===== config.mk =====
export PLATFORM = sky130hd
export DESIGN_NAME = stage_if
export DESIGN_NICKNAME = d
export VERILOG_FILES = /design/src/rtl/stage_if_pkg.sv /design/src/rtl/if_pc_unit.sv /design/src/rtl/stage_if.sv
export SDC_FILE = /design/constraint.sdc
export NUM_CORES = 1
export LEC_CHECK = 0
export CAP_MARGIN = 20
export CORE_MARGIN = 1.5
export CORE_UTILIZATION = 25
export CTS_CLUSTER_SIZE = 40
export DETAILED_ROUTE_END_ITERATION = 10
export HOLD_SLACK_MARGIN = 0.15
export MAX_ROUTING_LAYER = met4
export PLACE_DENSITY_LB_ADDON = 0.3
export REMOVE_ABC_BUFFERS = 1
export SETUP_SLACK_MARGIN = 0.1
export SYNTH_ARGS = -nofsm -noshare
export SYNTH_HDL_FRONTEND = slang
export SYNTH_SLANG_ARGS = --single-unit
export TNS_END_PERCENT = 30

===== constraint.sdc =====
create_clock -name clk -period 2.35 [get_ports clk]
set_clock_uncertainty 0.05 [all_clocks]
set_input_delay 0.235 -clock clk [delete_from_list [all_inputs] [get_ports clk]]
set_output_delay 0.235 -clock clk [all_outputs]
set_load 0.02 [all_outputs]

===== src/rtl/stage_if_pkg.sv =====
// stage_if_pkg -- shared definitions for the instruction-fetch stage.
//   if_state_t        : fetch FSM states (request / wait for data / have instruction)
//   fromNPC_D         : ctrl_pc_src_D value selecting the decode-stage target
//   fromPCInc4_F      : ctrl_pc_src_D value selecting sequential fetch
//   PC_RESET_DEFAULT  : default reset vector
//   word_align()      : clears the byte-offset bits of an address
package stage_if_pkg;

    typedef enum logic [1:0] {
        IF_S_REQ  = 2'd0,
        IF_S_WAIT = 2'd1,
        IF_S_HAVE = 2'd2
    } if_state_t;

    localparam logic fromNPC_D    = 1'b1;
    localparam logic fromPCInc4_F = 1'b0;

    localparam logic [31:0] PC_RESET_DEFAULT = 32'h0000_3000;

    function automatic logic [31:0] word_align(input logic [31:0] addr);
        return {addr[31:2], 2'b00};
    endfunction

endpackage


===== src/rtl/if_pc_unit.sv =====
// if_pc_unit -- program counter, next-PC selection and pending-redirect store.
//   clk, rst_n : clock, asynchronous active-low reset
//   consume    : decode takes the presented instruction; PC advances
//   sample     : a branch left decode while fetch had no instruction to hand over;
//                remember npc until the delay slot is consumed
//   pc_src     : fromNPC_D / fromPCInc4_F
//   npc        : branch/jump target from decode
//   pc         : current fetch PC
//   pc_inc4    : pc + 4 (modulo 2^32)
module if_pc_unit
    import stage_if_pkg::*;
#(
    parameter logic [31:0] RESET_PC = PC_RESET_DEFAULT
) (
    input  logic        clk,
    input  logic        rst_n,
    input  logic        consume,
    input  logic        sample,
    input  logic        pc_src,
    input  logic [31:0] npc,
    output logic [31:0] pc,
    output logic [31:0] pc_inc4
);

    logic        pending;
    logic [31:0] target;
    logic [31:0] next_pc;

    assign pc_inc4 = pc + 32'd4;

    // A stored redirect belongs to a branch that has already left decode, so it
    // takes priority over whatever decode is presenting now.
    always_comb begin
        next_pc = pc_inc4;
        if (pending) begin
            next_pc = target;
        end else if (pc_src == fromNPC_D) begin
            next_pc = npc;
        end
    end

    always_ff @(posedge clk or negedge rst_n) begin
        if (!rst_n) begin
            pc      <= RESET_PC;
            pending <= 1'b0;
            target  <= '0;
        end else if (consume) begin
            pc      <= next_pc;
            pending <= 1'b0;
        end else if (sample) begin
            pending <= 1'b1;
            target  <= npc;
        end
    end

endmodule


===== src/rtl/stage_if.sv =====
// stage_if -- instruction-fetch stage (IF -> ID producer).
// Owns the fetch FSM, the instruction buffer and the instruction-memory port;
// PC handling lives in if_pc_unit.
//   clk, rst_n        : clock, asynchronous active-low reset
//   stall_F           : hold the presented instruction
//   ctrl_pc_src_D     : redirect select from decode
//   NPC_D             : redirect target from decode
//   imem_req/addr     : request valid / word address (held until imem_ready)
//   imem_ready        : request accepted
//   imem_rvalid/rdata : response valid / instruction word
//   IR_F, valid_F     : instruction to decode (0 = bubble) and its valid flag
//   PC_F, PCInc4_F    : PC of the held/fetched instruction and PC + 4
//   adel_F            : misaligned-fetch flag, present only when IF_ADEL_CHECK_EN
//                       is defined
module stage_if
    import stage_if_pkg::*;
#(
    parameter logic [31:0] RESET_PC = PC_RESET_DEFAULT
) (
    input  logic        clk,
    input  logic        rst_n,
    input  logic        stall_F,
    input  logic        ctrl_pc_src_D,
    input  logic [31:0] NPC_D,
    output logic        imem_req,
    output logic [31:0] imem_addr,
    input  logic        imem_ready,
    input  logic        imem_rvalid,
    input  logic [31:0] imem_rdata,
    output logic [31:0] IR_F,
    output logic [31:0] PCInc4_F,
    output logic [31:0] PC_F,
    output logic        valid_F
`ifdef IF_ADEL_CHECK_EN
    ,
    output logic        adel_F
`endif
);

    if_state_t   state_q;
    if_state_t   state_d;
    logic [31:0] ibuf;
    logic        consume;
    logic        sample;
    logic        misaligned;

    if_pc_unit #(
        .RESET_PC (RESET_PC)
    ) u_pc (
        .clk     (clk),
        .rst_n   (rst_n),
        .consume (consume),
        .sample  (sample),
        .pc_src  (ctrl_pc_src_D),
        .npc     (NPC_D),
        .pc      (PC_F),
        .pc_inc4 (PCInc4_F)
    );

`ifdef IF_ADEL_CHECK_EN
    assign misaligned = |PC_F[1:0];
`else
    assign misaligned = 1'b0;
`endif

    // State register
    always_ff @(posedge clk or negedge rst_n) begin
        if (!rst_n) begin
            state_q <= IF_S_REQ;
        end else begin
            state_q <= state_d;
        end
    end

    // Next-state logic
    always_comb begin
        state_d = state_q;
        unique case (state_q)
            IF_S_REQ: begin
                if (misaligned) begin
                    state_d = IF_S_HAVE;
                end else if (imem_ready) begin
                    state_d = IF_S_WAIT;
                end
            end
            IF_S_WAIT: begin
                if (imem_rvalid) begin
                    state_d = IF_S_HAVE;
                end
            end
            IF_S_HAVE: begin
                if (!stall_F) begin
                    state_d = IF_S_REQ;
                end
            end
            default: state_d = IF_S_REQ;
        endcase
    end

    // Outputs. IR_F/valid_F depend only on registered state and buffer.
    // A redirect seen outside S_HAVE means the branch is leaving decode behind
    // a bubble, so the target must wait for the delay slot still in flight.
    always_comb begin
        imem_req  = (state_q == IF_S_REQ) && !misaligned;
        imem_addr = word_align(PC_F);
        valid_F   = (state_q == IF_S_HAVE);
        IR_F      = (state_q == IF_S_HAVE) ? ibuf : '0;
        consume   = (state_q == IF_S_HAVE) && !stall_F;
        sample    = (state_q != IF_S_HAVE) && !stall_F && (ctrl_pc_src_D == fromNPC_D);
    end

    // Instruction buffer; a faulting slot delivers a nop.
    always_ff @(posedge clk or negedge rst_n) begin
        if (!rst_n) begin
            ibuf <= '0;
        end else if (state_q == IF_S_WAIT && imem_rvalid) begin
            ibuf <= imem_rdata;
        end else if (state_q == IF_S_REQ && misaligned) begin
            ibuf <= '0;
        end
    end

`ifdef IF_ADEL_CHECK_EN
    logic adel_q;

    always_ff @(posedge clk or negedge rst_n) begin
        if (!rst_n) begin
            adel_q <= 1'b0;
        end else if (state_q == IF_S_REQ && misaligned) begin
            adel_q <= 1'b1;
        end else if (consume) begin
            adel_q <= 1'b0;
        end
    end

    assign adel_F = adel_q;
`endif

endmodule

==> key figures <==
Critical path
  – Req. time, crit path: 2.07 ns
  – FF-to-FF setup slack: 0.21 ns
  – Crit path capture type: output pin
  – Crit path DAT: 2.10 ns
  – Critical Path Start Type: flip-flop
  – Worst R2R Start: u_pc.pc[12]
  – Worst Path Class, Setup: flip-flop to output pin
  – Top fanout value on the critical path: 3
  – R2R depth: 9
  – Worst reg2reg endpoint: u_pc.pc[27]

Logic synthesis
  – Number of library cell types mapped by synthesis: 57
  – Count of state elements after synthesis: 99
  – Synth area leader: sky130_fd_sc_hd__dfrtp_1
  – Commonest cells post-synth: sky130_fd_sc_hd__dfrtp_1, sky130_fd_sc_hd__mux2_2, sky130_fd_sc_hd__o21ai_0
  – Share of synthesized registers carrying an async set or reset: 100%
  – Primary FF master, synth: sky130_fd_sc_hd__dfrtp_1
  – Synth warn: 0
  – Cell types with the largest area share after synthesis: sky130_fd_sc_hd__dfrtp_1, sky130_fd_sc_hd__mux2_2, sky130_fd_sc_hd__buf_4
  – Area share of the leading cell type in the synthesized netlist: 44.1%
  – Most frequently used cell type in the post-synthesis netlist: sky130_fd_sc_hd__dfrtp_1
  – Post-Syn Area per Cell: 10.2 um^2
  – Part of the Yosys area used for sequential elements: 45.1%
  – Number of enable-type register cells in the synthesized netlist: 0
  – Cell area after synthesis: 5500 um^2
  – Gate count after technology mapping: 537

Route
  – Antenna-violating nets left: 0
  – First drt pass iteration count: 4
  – WL per Instance: 16.9 um
  – Via density per instance: 4.62
  – Number of vias after detailed routing: 4901
  – Detailed Route Iter0 Violations: 284
  – Number of DRC violations after detailed routing: 0
  – Wire length reported by the detailed router: 17.9 mm

GRT
  – Via count of the first global-routing pass: 4837
  – Antenna violations before repair: 0
  – Overall track demand over capacity in global routing: 16.2%
  – Pin count of the biggest net entering global routing: 44
  – First-pass GRT wire length: 27.5 mm
  – Gr ovfl total: 0

STA
  – Setup ws final: -0.0370 ns
  – Transition time at the pin with the least slew margin: 1.10 ns
  – Top achievable clock speed: 419 MHz
  – Final hold vios: 0
  – Period Utilization, post-route: 102%
  – Worst relative slew slack: 26.2%
  – Fin crit period: 2.39 ns
  – Fin. max-slew vios: 0
  – Unrepaired setup endpoints after global routing: true
  – Fin Setup TNS: -0.0605 ns
  – Final-report setup violation count: 2

Hold path
  – Type of the tightest min-delay check: input pin to async pin

Power and ir drop
  – Share of total power in the clock network: 16.9%
  – Ratio of total power to cell area: 1190 nW/um^2
  – Total leakage power: 3.80 nW
  – Int Pwr: 6.27 mW
  – Proportion of power drawn by flip-flops and latches: 27.8%
  – VDD IR max: 0.559 mV
  – Switching part of the total: 39.2%
  – Comb power frac: 55.3%
  – Power dissipated by switching net loads: 4.04 mW

Floorplanning
  – Die span in y: 151 um
  – Starting density of the core: 25.4%
  – Number of top-level design ports: 200
  – Die W: 151 um
  – Number of placement rows: 54
  – Core area: 21700 um^2
  – Die area: 22900 um^2

Status
  – Violations in the final reports: setup timing
  – Status: finished, violations left

Placed design
  – Inst Count DP: 1034
  – Standard cell area after detailed placement: 8140 um^2
  – HPWL after DPL: 13.0 mm
  – Weighted congestion at the end of routability-driven global placement: 0.774
  – I/O Buffers: 197

CTS
  – Num CTS Buffers: 9
  – Clock tree from TritonCTS: built
  – Cell at the root of the clock tree: sky130_fd_sc_hd__clkbuf_16
  – Clock-pin slew on the worst setup and hold paths: 0.07 ns
  – Clk sink count: 99
  – Clock insertion delay at the later pin of the skew report: 0.35 ns
  – Maximum clock insertion buffer count: 2
  – Number of levels in the clock H-tree: 3

Cells and area
  – Layout fillers: 2114
  – Final standard cell utilization of the core: 39.9%
  – Diode count: 0
  – Fin cells: 1060
  – Share of post-route cells with drive strength above 1: 31.2%
  – Area Growth Syn to Fin: 57.1%
  – Final instance area: 8650 um^2
  – Net count reported at finish: 846
  – Multi-input logic area: 2760 um^2
  – Area of all sequential standard cells: 2490 um^2

Job
  – Max-cap violations: 0
==> registers in the layout (all words and copies together) (netlist names) <==
signal and count:
state_q 2, u_pc.target 32, u_pc.pending 1, ibuf 32, u_pc.pc 32
==> layer usage <==
layer,GRT usage [%],up-vias,part of all wire [%]
met5,-,-,0
met4,5.15,0,1.5
met3,2.23,15,3.9
met2,26.8,113,50
met1,20.6,2424,45
li1,-,2349,-
==> metrics by stage <==
| step | setup slack, ns | power [mW] | hold WS [ns] |
|---|---|---|---|
| after floorplan | -0.808 | 5.64 | -0.111 |
| after global placement | -0.156 | 8.63 | 0.236 |
| after detailed placement | -0.181 | 8.68 | 0.239 |
| after CTS | -0.111 | 10.4 | 0.401 |
| after global routing | -0.147 | 11.0 | 0.431 |
| final | -0.0370 | 10.3 | 0.418 |
==> logic make-up (layout without fill, tap and decap cells) <==
family | Yosys count | in the layout | synth area share [%]
other | 1 | 2 | 0.0681
multiplexers | 66 | 66 | 13.4
adder cells (fa/ha/maj) | 1 | 1 | 0.227
AO/OA/AOI/OAI | 117 | 117 | 14.0
flip-flops | 99 | 99 | 45.1
XOR/XNOR | 28 | 28 | 4.46
AND/OR/NAND/NOR | 145 | 145 | 14.8
buffers and inverters | 80 | 322 | 7.91
==> worst max-delay path: stages (launching register included) <==
cell,delay [ns]
sky130_fd_sc_hd__dfstp_2,0.54
sky130_fd_sc_hd__nand4_1,0.14
sky130_fd_sc_hd__nor4_1,0.30
sky130_fd_sc_hd__buf_4,0.18
sky130_fd_sc_hd__and4b_2,0.27
sky130_fd_sc_hd__xor2_1,0.16
sky130_fd_sc_hd__buf_4,0.16
==> power groups by stage <==
stage                     logic, mW  registers, mW  clock network [mW]
after floorplan                1.92           3.72                   0
after global placement         5.78           2.85                   0
after detailed placement       5.81           2.88                   0
after CTS                      5.72           2.85                1.79
after global routing           6.13           2.97                1.85
final                          5.70           2.86                1.74
==> layout make-up <==
cell class	count	area share, %
clock buffer	11	2.81
clock inverter	5	1.16
timing repair buffer	295	30.8
tap	280	4.05
multi-input combinational	359	31.9
sequential	99	28.8
inverter	11	0.478
==> what timing repair did <==
item | 4_1_cts | 5_1_grt
hold buffers | 1 | 0
endpoints found under the setup margin | 60 | 25
resized for setup | 187 | 11
pin swaps | 14 | 12
hold endpoints to repair | 38 | 0
setup buffers | 6 | 4
==> worst max path at each step <==
stage | startpoint | end | slack [ns] | cells after the start
final | u_pc.pc[12] | PCInc4_F[31] | -0.04 | 6
after global placement | u_pc.pc[12] | PCInc4_F[29] | -0.16 | 6
after floorplan | state_q[0] | u_pc.pc[21] | -0.81 | 4
after global routing | u_pc.pc[12] | PCInc4_F[31] | -0.15 | 6
after CTS | u_pc.pc[13] | PCInc4_F[31] | -0.11 | 6
after detailed placement | u_pc.pc[2] | PCInc4_F[28] | -0.18 | 7
==> cells in the final DEF (no fill, tap or decap), types with 7 or more instances in the layout <==
cell type / count
sky130_fd_sc_hd__a222oi_1: 7
sky130_fd_sc_hd__and2_1: 32
sky130_fd_sc_hd__dlygate4sd2_1: 34
sky130_fd_sc_hd__dfrtp_1: 92
sky130_fd_sc_hd__xor2_1: 14
sky130_fd_sc_hd__clkbuf_16: 9
sky130_fd_sc_hd__xnor2_1: 10
sky130_fd_sc_hd__nand3_1: 9
sky130_fd_sc_hd__a22oi_1: 9
sky130_fd_sc_hd__clkdlybuf4s50_1: 137
sky130_fd_sc_hd__nor2_1: 28
sky130_fd_sc_hd__o21ai_0: 38
sky130_fd_sc_hd__nand2_1: 22
sky130_fd_sc_hd__inv_1: 11
sky130_fd_sc_hd__buf_4: 108
sky130_fd_sc_hd__a21oi_1: 19
sky130_fd_sc_hd__mux2_2: 63
Note: power is estimated with default switching activity, not from simulation.
